===== config.mk =====
export PLATFORM = sky130hd
export DESIGN_NAME = ysyx_23060240_idu_stage
export DESIGN_NICKNAME = d
export VERILOG_FILES = /design/src/rtl/ysyx_23060240_idu_stage.sv
export SDC_FILE = /design/constraint.sdc
export NUM_CORES = 1
export LEC_CHECK = 0
export BUFFER_PORTS_ARGS = -buffer_cell sky130_fd_sc_hd__buf_2
export CORE_MARGIN = 2
export CORE_UTILIZATION = 40
export CTS_BUF_LIST = sky130_fd_sc_hd__clkbuf_2
export CTS_CLUSTER_SIZE = 14
export DETAILED_ROUTE_END_ITERATION = 10
export MAX_ROUTING_LAYER = met4
export SLEW_MARGIN = 20
export SYNTH_ARGS = -nofsm -noshare
export SYNTH_HDL_FRONTEND = slang
export SYNTH_SLANG_ARGS = --single-unit

===== constraint.sdc =====
create_clock -name clk -period 20.7 [get_ports clk]
set_clock_uncertainty 0.05 [all_clocks]
set_input_delay 4.14 -clock clk [delete_from_list [all_inputs] [get_ports clk]]
set_output_delay 4.14 -clock clk [all_outputs]
set_load 0.01 [all_outputs]

===== src/rtl/ysyx_23060240_idu_stage.sv =====
// RV32I/RV32E decode stage with a DEPTH-entry FIFO of decoded bundles between IFU and EXU.
// Define YSYX_23060240_IDU_RV32M_EN to also decode the RV32M multiply/divide group.
module ysyx_23060240_idu_stage #(
  parameter int RF_ADDR_W = 5,
  parameter int DEPTH     = 2,
  parameter int PC_W      = 32
) (
  input  logic                 clk,
  input  logic                 rst_n,
  input  logic                 flush,
  input  logic                 in_valid,
  output logic                 in_ready,
  input  logic [31:0]          in_inst,
  input  logic [PC_W-1:0]      in_pc,
  output logic                 out_valid,
  input  logic                 out_ready,
  output logic [PC_W-1:0]      out_pc,
  output logic [RF_ADDR_W-1:0] rd,
  output logic [RF_ADDR_W-1:0] rs1,
  output logic [RF_ADDR_W-1:0] rs2,
  output logic [31:0]          imm,
  output logic                 alu_a_sel,
  output logic                 alu_b_sel,
  output logic                 w_en,
  output logic                 jump,
  output logic [1:0]           w_sel,
  output logic [2:0]           branch_type,
  output logic [3:0]           alu_func,
  output logic [2:0]           mem_rd_ctrl,
  output logic [1:0]           mem_wr_ctrl,
  output logic                 is_jal,
  output logic                 is_jalr,
  output logic                 illegal,
  output logic                 ebreak,
  output logic                 is_mdu,
  output logic [2:0]           mdu_op
);

  localparam int PTR_W = (DEPTH > 1) ? $clog2(DEPTH) : 1;
  localparam int CNT_W = $clog2(DEPTH + 1);
  localparam logic [PTR_W-1:0] LAST = PTR_W'(DEPTH - 1);
  localparam logic [CNT_W-1:0] FULL = CNT_W'(DEPTH);

  localparam logic [6:0] OP_LUI    = 7'h37;
  localparam logic [6:0] OP_AUIPC  = 7'h17;
  localparam logic [6:0] OP_JAL    = 7'h6f;
  localparam logic [6:0] OP_JALR   = 7'h67;
  localparam logic [6:0] OP_BRANCH = 7'h63;
  localparam logic [6:0] OP_LOAD   = 7'h03;
  localparam logic [6:0] OP_STORE  = 7'h23;
  localparam logic [6:0] OP_IMM    = 7'h13;
  localparam logic [6:0] OP_OP     = 7'h33;
  localparam logic [6:0] OP_FENCE  = 7'h0f;
  localparam logic [6:0] OP_SYSTEM = 7'h73;

  typedef struct packed {
    logic [PC_W-1:0]      pc;
    logic [RF_ADDR_W-1:0] rd;
    logic [RF_ADDR_W-1:0] rs1;
    logic [RF_ADDR_W-1:0] rs2;
    logic [31:0]          imm;
    logic                 alu_a_sel;
    logic                 alu_b_sel;
    logic                 w_en;
    logic                 jump;
    logic [1:0]           w_sel;
    logic [2:0]           branch_type;
    logic [3:0]           alu_func;
    logic [2:0]           mem_rd_ctrl;
    logic [1:0]           mem_wr_ctrl;
    logic                 is_jal;
    logic                 is_jalr;
    logic                 illegal;
    logic                 ebreak;
    logic                 is_mdu;
    logic [2:0]           mdu_op;
  } bundle_t;

  // A register field fits the file when no bit above RF_ADDR_W-1 is set.
  function automatic logic idx_fits(input logic [4:0] f);
    return (f >> RF_ADDR_W) == 5'd0;
  endfunction

  logic [6:0]  opcode;
  logic [2:0]  funct3;
  logic [6:0]  funct7;
  logic [4:0]  rd_f, rs1_f, rs2_f;
  logic [31:0] imm_i, imm_s, imm_b, imm_u, imm_j;
  bundle_t     dec;
  logic        legal, use_rd, use_rs1, use_rs2, bad_idx;

  assign opcode = in_inst[6:0];
  assign funct3 = in_inst[14:12];
  assign funct7 = in_inst[31:25];
  assign rd_f   = in_inst[11:7];
  assign rs1_f  = in_inst[19:15];
  assign rs2_f  = in_inst[24:20];
  assign imm_i  = {{20{in_inst[31]}}, in_inst[31:20]};
  assign imm_s  = {{20{in_inst[31]}}, in_inst[31:25], in_inst[11:7]};
  assign imm_b  = {{19{in_inst[31]}}, in_inst[31], in_inst[7], in_inst[30:25], in_inst[11:8], 1'b0};
  assign imm_u  = {in_inst[31:12], 12'h000};
  assign imm_j  = {{11{in_inst[31]}}, in_inst[31], in_inst[19:12], in_inst[20], in_inst[30:21], 1'b0};

  // Combinational decode; anything not recognised collapses to an illegal bundle carrying only pc.
  always_comb begin
    dec     = '0;
    legal   = 1'b0;
    use_rd  = 1'b0;
    use_rs1 = 1'b0;
    use_rs2 = 1'b0;
    bad_idx = 1'b0;
    case (opcode)
      OP_LUI, OP_AUIPC: begin
        legal         = 1'b1;
        use_rd        = 1'b1;
        dec.imm       = imm_u;
        dec.w_en      = 1'b1;
        dec.w_sel     = 2'b10;
        dec.alu_b_sel = 1'b1;
        dec.alu_func  = (opcode == OP_LUI) ? 4'b1110 : 4'b0000;
      end
      OP_JAL: begin
        legal         = 1'b1;
        use_rd        = 1'b1;
        dec.imm       = imm_j;
        dec.w_en      = 1'b1;
        dec.w_sel     = 2'b01;
        dec.alu_b_sel = 1'b1;
        dec.jump      = 1'b1;
        dec.is_jal    = 1'b1;
      end
      OP_JALR: begin
        legal         = (funct3 == 3'b000);
        use_rd        = 1'b1;
        use_rs1       = 1'b1;
        dec.imm       = imm_i;
        dec.w_en      = 1'b1;
        dec.w_sel     = 2'b01;
        dec.alu_a_sel = 1'b1;
        dec.alu_b_sel = 1'b1;
        dec.jump      = 1'b1;
        dec.is_jalr   = 1'b1;
      end
      OP_BRANCH: begin
        use_rs1       = 1'b1;
        use_rs2       = 1'b1;
        dec.imm       = imm_b;
        dec.alu_b_sel = 1'b1;
        case (funct3)
          3'b000:  dec.branch_type = 3'b001;
          3'b001:  dec.branch_type = 3'b010;
          3'b100:  dec.branch_type = 3'b011;
          3'b101:  dec.branch_type = 3'b100;
          3'b110:  dec.branch_type = 3'b101;
          3'b111:  dec.branch_type = 3'b110;
          default: dec.branch_type = 3'b000;
        endcase
        legal = (dec.branch_type != 3'b000);
      end
      OP_LOAD: begin
        use_rd        = 1'b1;
        use_rs1       = 1'b1;
        dec.imm       = imm_i;
        dec.w_en      = 1'b1;
        dec.w_sel     = 2'b11;
        dec.alu_a_sel = 1'b1;
        dec.alu_b_sel = 1'b1;
        case (funct3)
          3'b000:  dec.mem_rd_ctrl = 3'b001;
          3'b100:  dec.mem_rd_ctrl = 3'b010;
          3'b001:  dec.mem_rd_ctrl = 3'b011;
          3'b101:  dec.mem_rd_ctrl = 3'b100;
          3'b010:  dec.mem_rd_ctrl = 3'b101;
          default: dec.mem_rd_ctrl = 3'b000;
        endcase
        legal = (dec.mem_rd_ctrl != 3'b000);
      end
      OP_STORE: begin
        use_rs1       = 1'b1;
        use_rs2       = 1'b1;
        dec.imm       = imm_s;
        dec.alu_a_sel = 1'b1;
        dec.alu_b_sel = 1'b1;
        case (funct3)
          3'b000:  dec.mem_wr_ctrl = 2'b01;
          3'b001:  dec.mem_wr_ctrl = 2'b10;
          3'b010:  dec.mem_wr_ctrl = 2'b11;
          default: dec.mem_wr_ctrl = 2'b00;
        endcase
        legal = (dec.mem_wr_ctrl != 2'b00);
      end
      OP_IMM: begin
        use_rd        = 1'b1;
        use_rs1       = 1'b1;
        dec.imm       = imm_i;
        dec.w_en      = 1'b1;
        dec.w_sel     = 2'b10;
        dec.alu_a_sel = 1'b1;
        dec.alu_b_sel = 1'b1;
        case (funct3)
          3'b001: begin
            legal        = (funct7 == 7'h00);
            dec.alu_func = 4'b0001;
          end
          3'b101: begin
            legal        = (funct7 == 7'h00) || (funct7 == 7'h20);
            dec.alu_func = {funct7[5], 3'b101};
          end
          default: begin
            legal        = 1'b1;
            dec.alu_func = {1'b0, funct3};
          end
        endcase
      end
      OP_OP: begin
        use_rd        = 1'b1;
        use_rs1       = 1'b1;
        use_rs2       = 1'b1;
        dec.w_en      = 1'b1;
        dec.w_sel     = 2'b10;
        dec.alu_a_sel = 1'b1;
        if (funct7 == 7'h00) begin
          legal        = 1'b1;
          dec.alu_func = {1'b0, funct3};
        end else if ((funct7 == 7'h20) && ((funct3 == 3'b000) || (funct3 == 3'b101))) begin
          legal        = 1'b1;
          dec.alu_func = {1'b1, funct3};
`ifdef YSYX_23060240_IDU_RV32M_EN
        end else if (funct7 == 7'h01) begin
          legal        = 1'b1;
          dec.is_mdu   = 1'b1;
          dec.mdu_op   = funct3;
          dec.alu_func = 4'b0000;
`endif
        end else begin
          legal = 1'b0;
        end
      end
      OP_FENCE: begin
        legal = (funct3 == 3'b000);
      end
      OP_SYSTEM: begin
        legal      = (in_inst == 32'h0010_0073);
        dec.ebreak = 1'b1;
      end
      default: begin
        legal = 1'b0;
      end
    endcase

    bad_idx = (use_rd & ~idx_fits(rd_f)) | (use_rs1 & ~idx_fits(rs1_f)) | (use_rs2 & ~idx_fits(rs2_f));
    if (legal && !bad_idx) begin
      dec.rd  = use_rd  ? rd_f[RF_ADDR_W-1:0]  : '0;
      dec.rs1 = use_rs1 ? rs1_f[RF_ADDR_W-1:0] : '0;
      dec.rs2 = use_rs2 ? rs2_f[RF_ADDR_W-1:0] : '0;
    end else begin
      dec         = '0;
      dec.illegal = 1'b1;
    end
    dec.pc = in_pc;
  end

  bundle_t          mem [DEPTH];
  logic [PTR_W-1:0] wr_ptr, rd_ptr;
  logic [CNT_W-1:0] count;
  logic             push, pop;
  bundle_t          head;

  assign in_ready  = (count < FULL);
  assign out_valid = (count != '0);
  assign push      = in_valid & in_ready;
  assign pop       = out_valid & out_ready;

  // Bundle storage; flush suppresses the write so a flushed input is never captured.
  always_ff @(posedge clk) begin
    if (push && !flush) begin
      mem[wr_ptr] <= dec;
    end
  end

  // Circular-buffer bookkeeping.
  always_ff @(posedge clk or negedge rst_n) begin
    if (!rst_n) begin
      wr_ptr <= '0;
      rd_ptr <= '0;
      count  <= '0;
    end else if (flush) begin
      wr_ptr <= '0;
      rd_ptr <= '0;
      count  <= '0;
    end else begin
      if (push) begin
        wr_ptr <= (wr_ptr == LAST) ? '0 : wr_ptr + 1'b1;
      end
      if (pop) begin
        rd_ptr <= (rd_ptr == LAST) ? '0 : rd_ptr + 1'b1;
      end
      if (push && !pop) begin
        count <= count + 1'b1;
      end else if (!push && pop) begin
        count <= count - 1'b1;
      end else begin
        count <= count;
      end
    end
  end

  assign head        = out_valid ? mem[rd_ptr] : '0;
  assign out_pc      = head.pc;
  assign rd          = head.rd;
  assign rs1         = head.rs1;
  assign rs2         = head.rs2;
  assign imm         = head.imm;
  assign alu_a_sel   = head.alu_a_sel;
  assign alu_b_sel   = head.alu_b_sel;
  assign w_en        = head.w_en;
  assign jump        = head.jump;
  assign w_sel       = head.w_sel;
  assign branch_type = head.branch_type;
  assign alu_func    = head.alu_func;
  assign mem_rd_ctrl = head.mem_rd_ctrl;
  assign mem_wr_ctrl = head.mem_wr_ctrl;
  assign is_jal      = head.is_jal;
  assign is_jalr     = head.is_jalr;
  assign illegal     = head.illegal;
  assign ebreak      = head.ebreak;
  assign is_mdu      = head.is_mdu;
  assign mdu_op      = head.mdu_op;

endmodule


# Word level (Yosys, flattened, before mapping)
# Memories as Yosys holds them, arrays and structs flattened.
# Index checks and enable logic that the tools add are counted.
# op_classes
n_eq_ne	19
addsub	4
order_cmp	1
bitwise_logic	2
n_reduce_logical	29
mux	46
# op_table
cell	count
one-hot mux 32 bit (5 select lines)	1
2-to-1 mux 105 bit	1
2-to-1 mux 58 bit	1
== test 32 x 21 -> 1 bit (second input constant)	1
== test 7 x 6 -> 1 bit (second input constant)	4
== test 7 bit (second input constant)	4
2-to-1 mux 1 bit	19
one-hot mux 3 bit (6 select lines)	1
2-to-1 mux 15 bit	1
2-to-1 mux 5 bit	3
one-hot mux 3 bit (5 select lines)	1
== test 7 x 5 -> 1 bit (second input constant)	2
== test 3 bit (second input constant)	4
2-to-1 mux 3 bit	4
2-to-1 mux 4 bit	3
one-hot mux 2 bit (3 select lines)	2
one-hot mux 4 bit (3 select lines)	1
2-to-1 mux 2 bit	5
nonzero test 3 bit	3
OR reduction 3 bit	3
one-hot mux 1 bit (8 select lines)	1
one-hot mux 4 bit (2 select lines)	1
nonzero test 2 bit	4
OR reduction 8 bit	1
other kinds (20)	30
# word_totals
in_bits	69
out_inout_bits	107
mem_bits_rw	210
elab_cells	105
reg_bits	4
memories	1
# mem_list
memory	words	width	rd	rd_clocked_by_memory_dff	wr	line_no	text
mem	2	105	1	0	1	263	bundle_t mem [DEPTH];

# Depth between registers and ports, before layout
# depth
depth_word	7
mapped_depth	9
ltp_nobuf	7

# Worst setup path before layout
# No wires, ideal clock.
# synth_timing
path_kind	input -> register
from	in in_valid
to	mem mem[1][100] (netlist bit), enable pin
n_path_buf	0
path_slack_ns	8.292
path_stages	2
arrival_ns	11.653
required_ns	19.945
setup_ns	0.705
path_cell_list	nand2_1 nor3b_1
# synth_between
elab_chain_cells	4
# synth_lines
element	line_no	text
start, declared	11	input logic in_valid,
AND 1 bit	271	assign push = in_valid & in_ready;
logical AND 1 bit	276	if (push && !flush) begin
2-to-1 mux 1 bit	276	
2-to-1 mux 1 bit (implied by the code)	277	mem[wr_ptr] <= dec;
end, declared	263	
# Every way passes these cells.

# Worst setup path in the final report
# layout_timing
from	reg rd_ptr
to	out imm[8]
# layout_between
elab_chain_cells	2
# layout_lines
element	line_no	text
start, declared	264	logic [PTR_W-1:0] wr_ptr, rd_ptr;
start signal, assigned	296	rd_ptr <= (rd_ptr == LAST) ? '0 : rd_ptr + 1'b1;
memory (2 x 105 bit)	n/a	
2-to-1 mux 105 bit	308	assign head = out_valid ? mem[rd_ptr] : '0;
end, declared	21	output logic [31:0] imm,
# Every way passes these cells.

==> results.yml <==
outcome:
  status: "completed"
yosys:
  ys_seq_elements: 206
  syn_area_um2: 8990
  ys_warn_count: 0
  yosysSeqAreaShare_pct: 68.6
  avgSynthCellArea_um2: 13.5
  ys_async_sr_fraction_pct: 1.94
  synth-edff-count: 202
  ys_types: 55
  ys.flop_type: "edfxtp_1"
  synthCells: 666
finish:
  regArea_um2: 6170
  area_growth_pct: 17.1
  final_common_cell: "edfxtp_1"
  fin_cells: 1177
  final_nets: 927
  multiInputGateArea_um2: 2620
  mostFrequentLayoutCells: "edfxtp_1 (202), buf_2 (171), nor2_1 (135)"
  drive_gt1_share_pct: 30.8
  final_cell_area_um2: 10500
  final.fill_count: 2023
routing:
  drc_errors: 0
  vias_per_cell: 5.11
  drtIter0Drc: 455
  wl_per_cell_um: 18.0
  antenna_left: 0
  wl_um: 21200
  via_count: 6010
  firstDrtPassIters: 5
clock_network:
  cts_resized: 0
  numCtsBuffers: 52
  clock_latency_ns: 0.76
  htree_levels: 2
  ctsHoldBuffers: 0
  cts_sinks: 206
  post_cts_buffers: 0
  clkSlewWorstSetupHoldPaths_ns: 0.08
  clockRootBuffer: "clkbuf_2"
  cts_tree: "built"
  clockBufferDepth: 3
floorplan:
  dieArea_um2: 23700
  die_x_um: 154
  die_h_um: 154
  row_count: 54
  pin_count: 176
  fp.coreArea_um2: 22000
  initial_core_util_pct: 40.9
timing:
  tightest_slew_ns: 1.05
  finalHoldViolations: 0
  rsz0062_at_grt: "false"
  fin_crit_ns: 7.44
  timing.fmax_mhz: 134
  finalSetupViolCount: 0
  fin_crit_sh_pct: 36.0
  finalMaxSlewViolations: 0
  whs_ns: 0.547
  maxSlewHeadroom_pct: 30.3
  setup_tns_ns: 0
setup_path:
  rrSetupSlack_ns: 18.49
  reg2reg_depth: 4
  arrival_ns: 3.25
  startpoint_type: "flop"
  reg2reg_from: "count[1]$_DFFE_PN0P_"
  r2r-end: "mem[1][25]$_DFFE_PP_"
  worstSetupStartpoint: "rd_ptr$_DFFE_PN0P_"
  crit_type: "reg -> out"
  critPathCapture: "imm[8]"
  cp_max_fo: 57
  crit_required_ns: 16.51
  endpoint_kind: "output port"
global_route:
  grt_pass1_vias: 5898
  grt_max_degree: 67
  antenna_found_initial: 3
  grt_remaining_overflow: 0
  grt_usage_pct: 18.4
  grt_pass1_wl_um: 32700
placed_design:
  placedCellCount: 1084
  dp_hpwl_um: 14000
  portBuffers: 171
  place_area_um2: 10100
  place_congestion: 0.894
power_and_ir_drop:
  peakVddDrop_v: 0.0000346
  power_mw: 0.836
  leakage_nw: 3.96
  power_density_nw_per_um2: 79.4
min_path:
  hold_path.class: "reg -> reg"
job:
  maxCapViolCount: 0
==> stage by stage <==
stage / util [%] / worst slack, ns
2_1_floorplan: - / 8.29
3_3_place_gp: 45.9 / 13.99
3_5_place_dp: 45.9 / 14.00
4_1_cts: 47.9 / 13.09
5_1_grt: 47.9 / 12.96
6_report: 47.9 / 13.26
==> layout make-up <==
class | count | share of cell area, %
timing repair buffer | 178 | 8.63
inverter | 7 | 0.250
multi-input combinational | 413 | 24.9
tap | 280 | 3.33
clock buffer | 81 | 3.85
clock inverter | 9 | 0.333
sequential | 206 | 58.6
antenna | 3 | 0.0713
==> cells by family (layout without fill, tap and decap cells) <==
group                     count (synthesis)  in the layout  share of synthesized area (%)
xor gates and xnor gates                  3              3                          0.292
buffers and inverters                    50            275                           2.52
and+or+nand+nor                         232            232                           11.9
other                                     1              7                         0.0417
AOI/OAI and AO/OA                        73             73                           5.42
muxes                                   101            101                           11.2
DFF                                     206            206                           68.6
==> where the power goes <==
group | leakage (nW) | internal [mW] | switching [mW]
logic | 1.73 | 0.0362 | 0.0585
clock network | 0.353 | 0.102 | 0.158
registers | 1.87 | 0.472 | 0.00946
total | 3.96 | 0.610 | 0.225
==> worst min path at each step <==
stage	startpoint	endpoint	cells after the start
after floorplan	wr_ptr$_DFFE_PN0P_	wr_ptr$_DFFE_PN0P_	2
after global placement	wr_ptr$_DFFE_PN0P_	wr_ptr$_DFFE_PN0P_	2
after detailed placement	wr_ptr$_DFFE_PN0P_	wr_ptr$_DFFE_PN0P_	2
after CTS	wr_ptr$_DFFE_PN0P_	wr_ptr$_DFFE_PN0P_	2
after global routing	wr_ptr$_DFFE_PN0P_	wr_ptr$_DFFE_PN0P_	2
final	wr_ptr$_DFFE_PN0P_	wr_ptr$_DFFE_PN0P_	2
==> metal layers <==
layer	vias to the layer above	part of all wire, %	GRT usage [%]
met5	-	0	-
met4	0	2.1	6.28
met3	44	7.6	5.07
met2	242	45	27.6
met1	2862	45	24.4
li1	2862	-	-
==> flip-flops by register name, indices dropped and copies added (netlist names) <==
signal  flops
mem       202
count       2
rd_ptr      1
wr_ptr      1
==> worst max-delay path, stage by stage (launching register included) <==
cell and delay (ns):
dfrtp_4 1.12, buf_4 0.80, mux2i_1 0.29, nor2_1 0.06, buf_2 0.18
==> Yosys cell counts, types with 3 or more instances <==
library cell | instances | area [µm²]
edfxtp_1 | 202 | 6070
nor2_1 | 136 | 510
mux2i_1 | 101 | 1010
nand2_1 | 33 | 124
a21oi_1 | 29 | 145
clkbuf_1 | 23 | 86.3
o21ai_0 | 13 | 65.1
buf_1 | 12 | 45.0
nand3_1 | 10 | 50.1
and3_1 | 9 | 56.3
and2_1 | 6 | 37.5
inv_1 | 6 | 22.5
and4_1 | 5 | 43.8
nand2b_1 | 5 | 31.3
nor3_1 | 5 | 25.0
o211a_1 | 5 | 50.1
a22oi_1 | 4 | 30.0
buf_4 | 4 | 30.0
dfrtp_1 | 4 | 100
nor2b_1 | 4 | 25.0
buf_6 | 3 | 33.8
nor4b_1 | 3 | 26.3
o211ai_1 | 3 | 22.5
or2_2 | 3 | 18.8
Note: power is estimated with default switching activity, not from simulation.
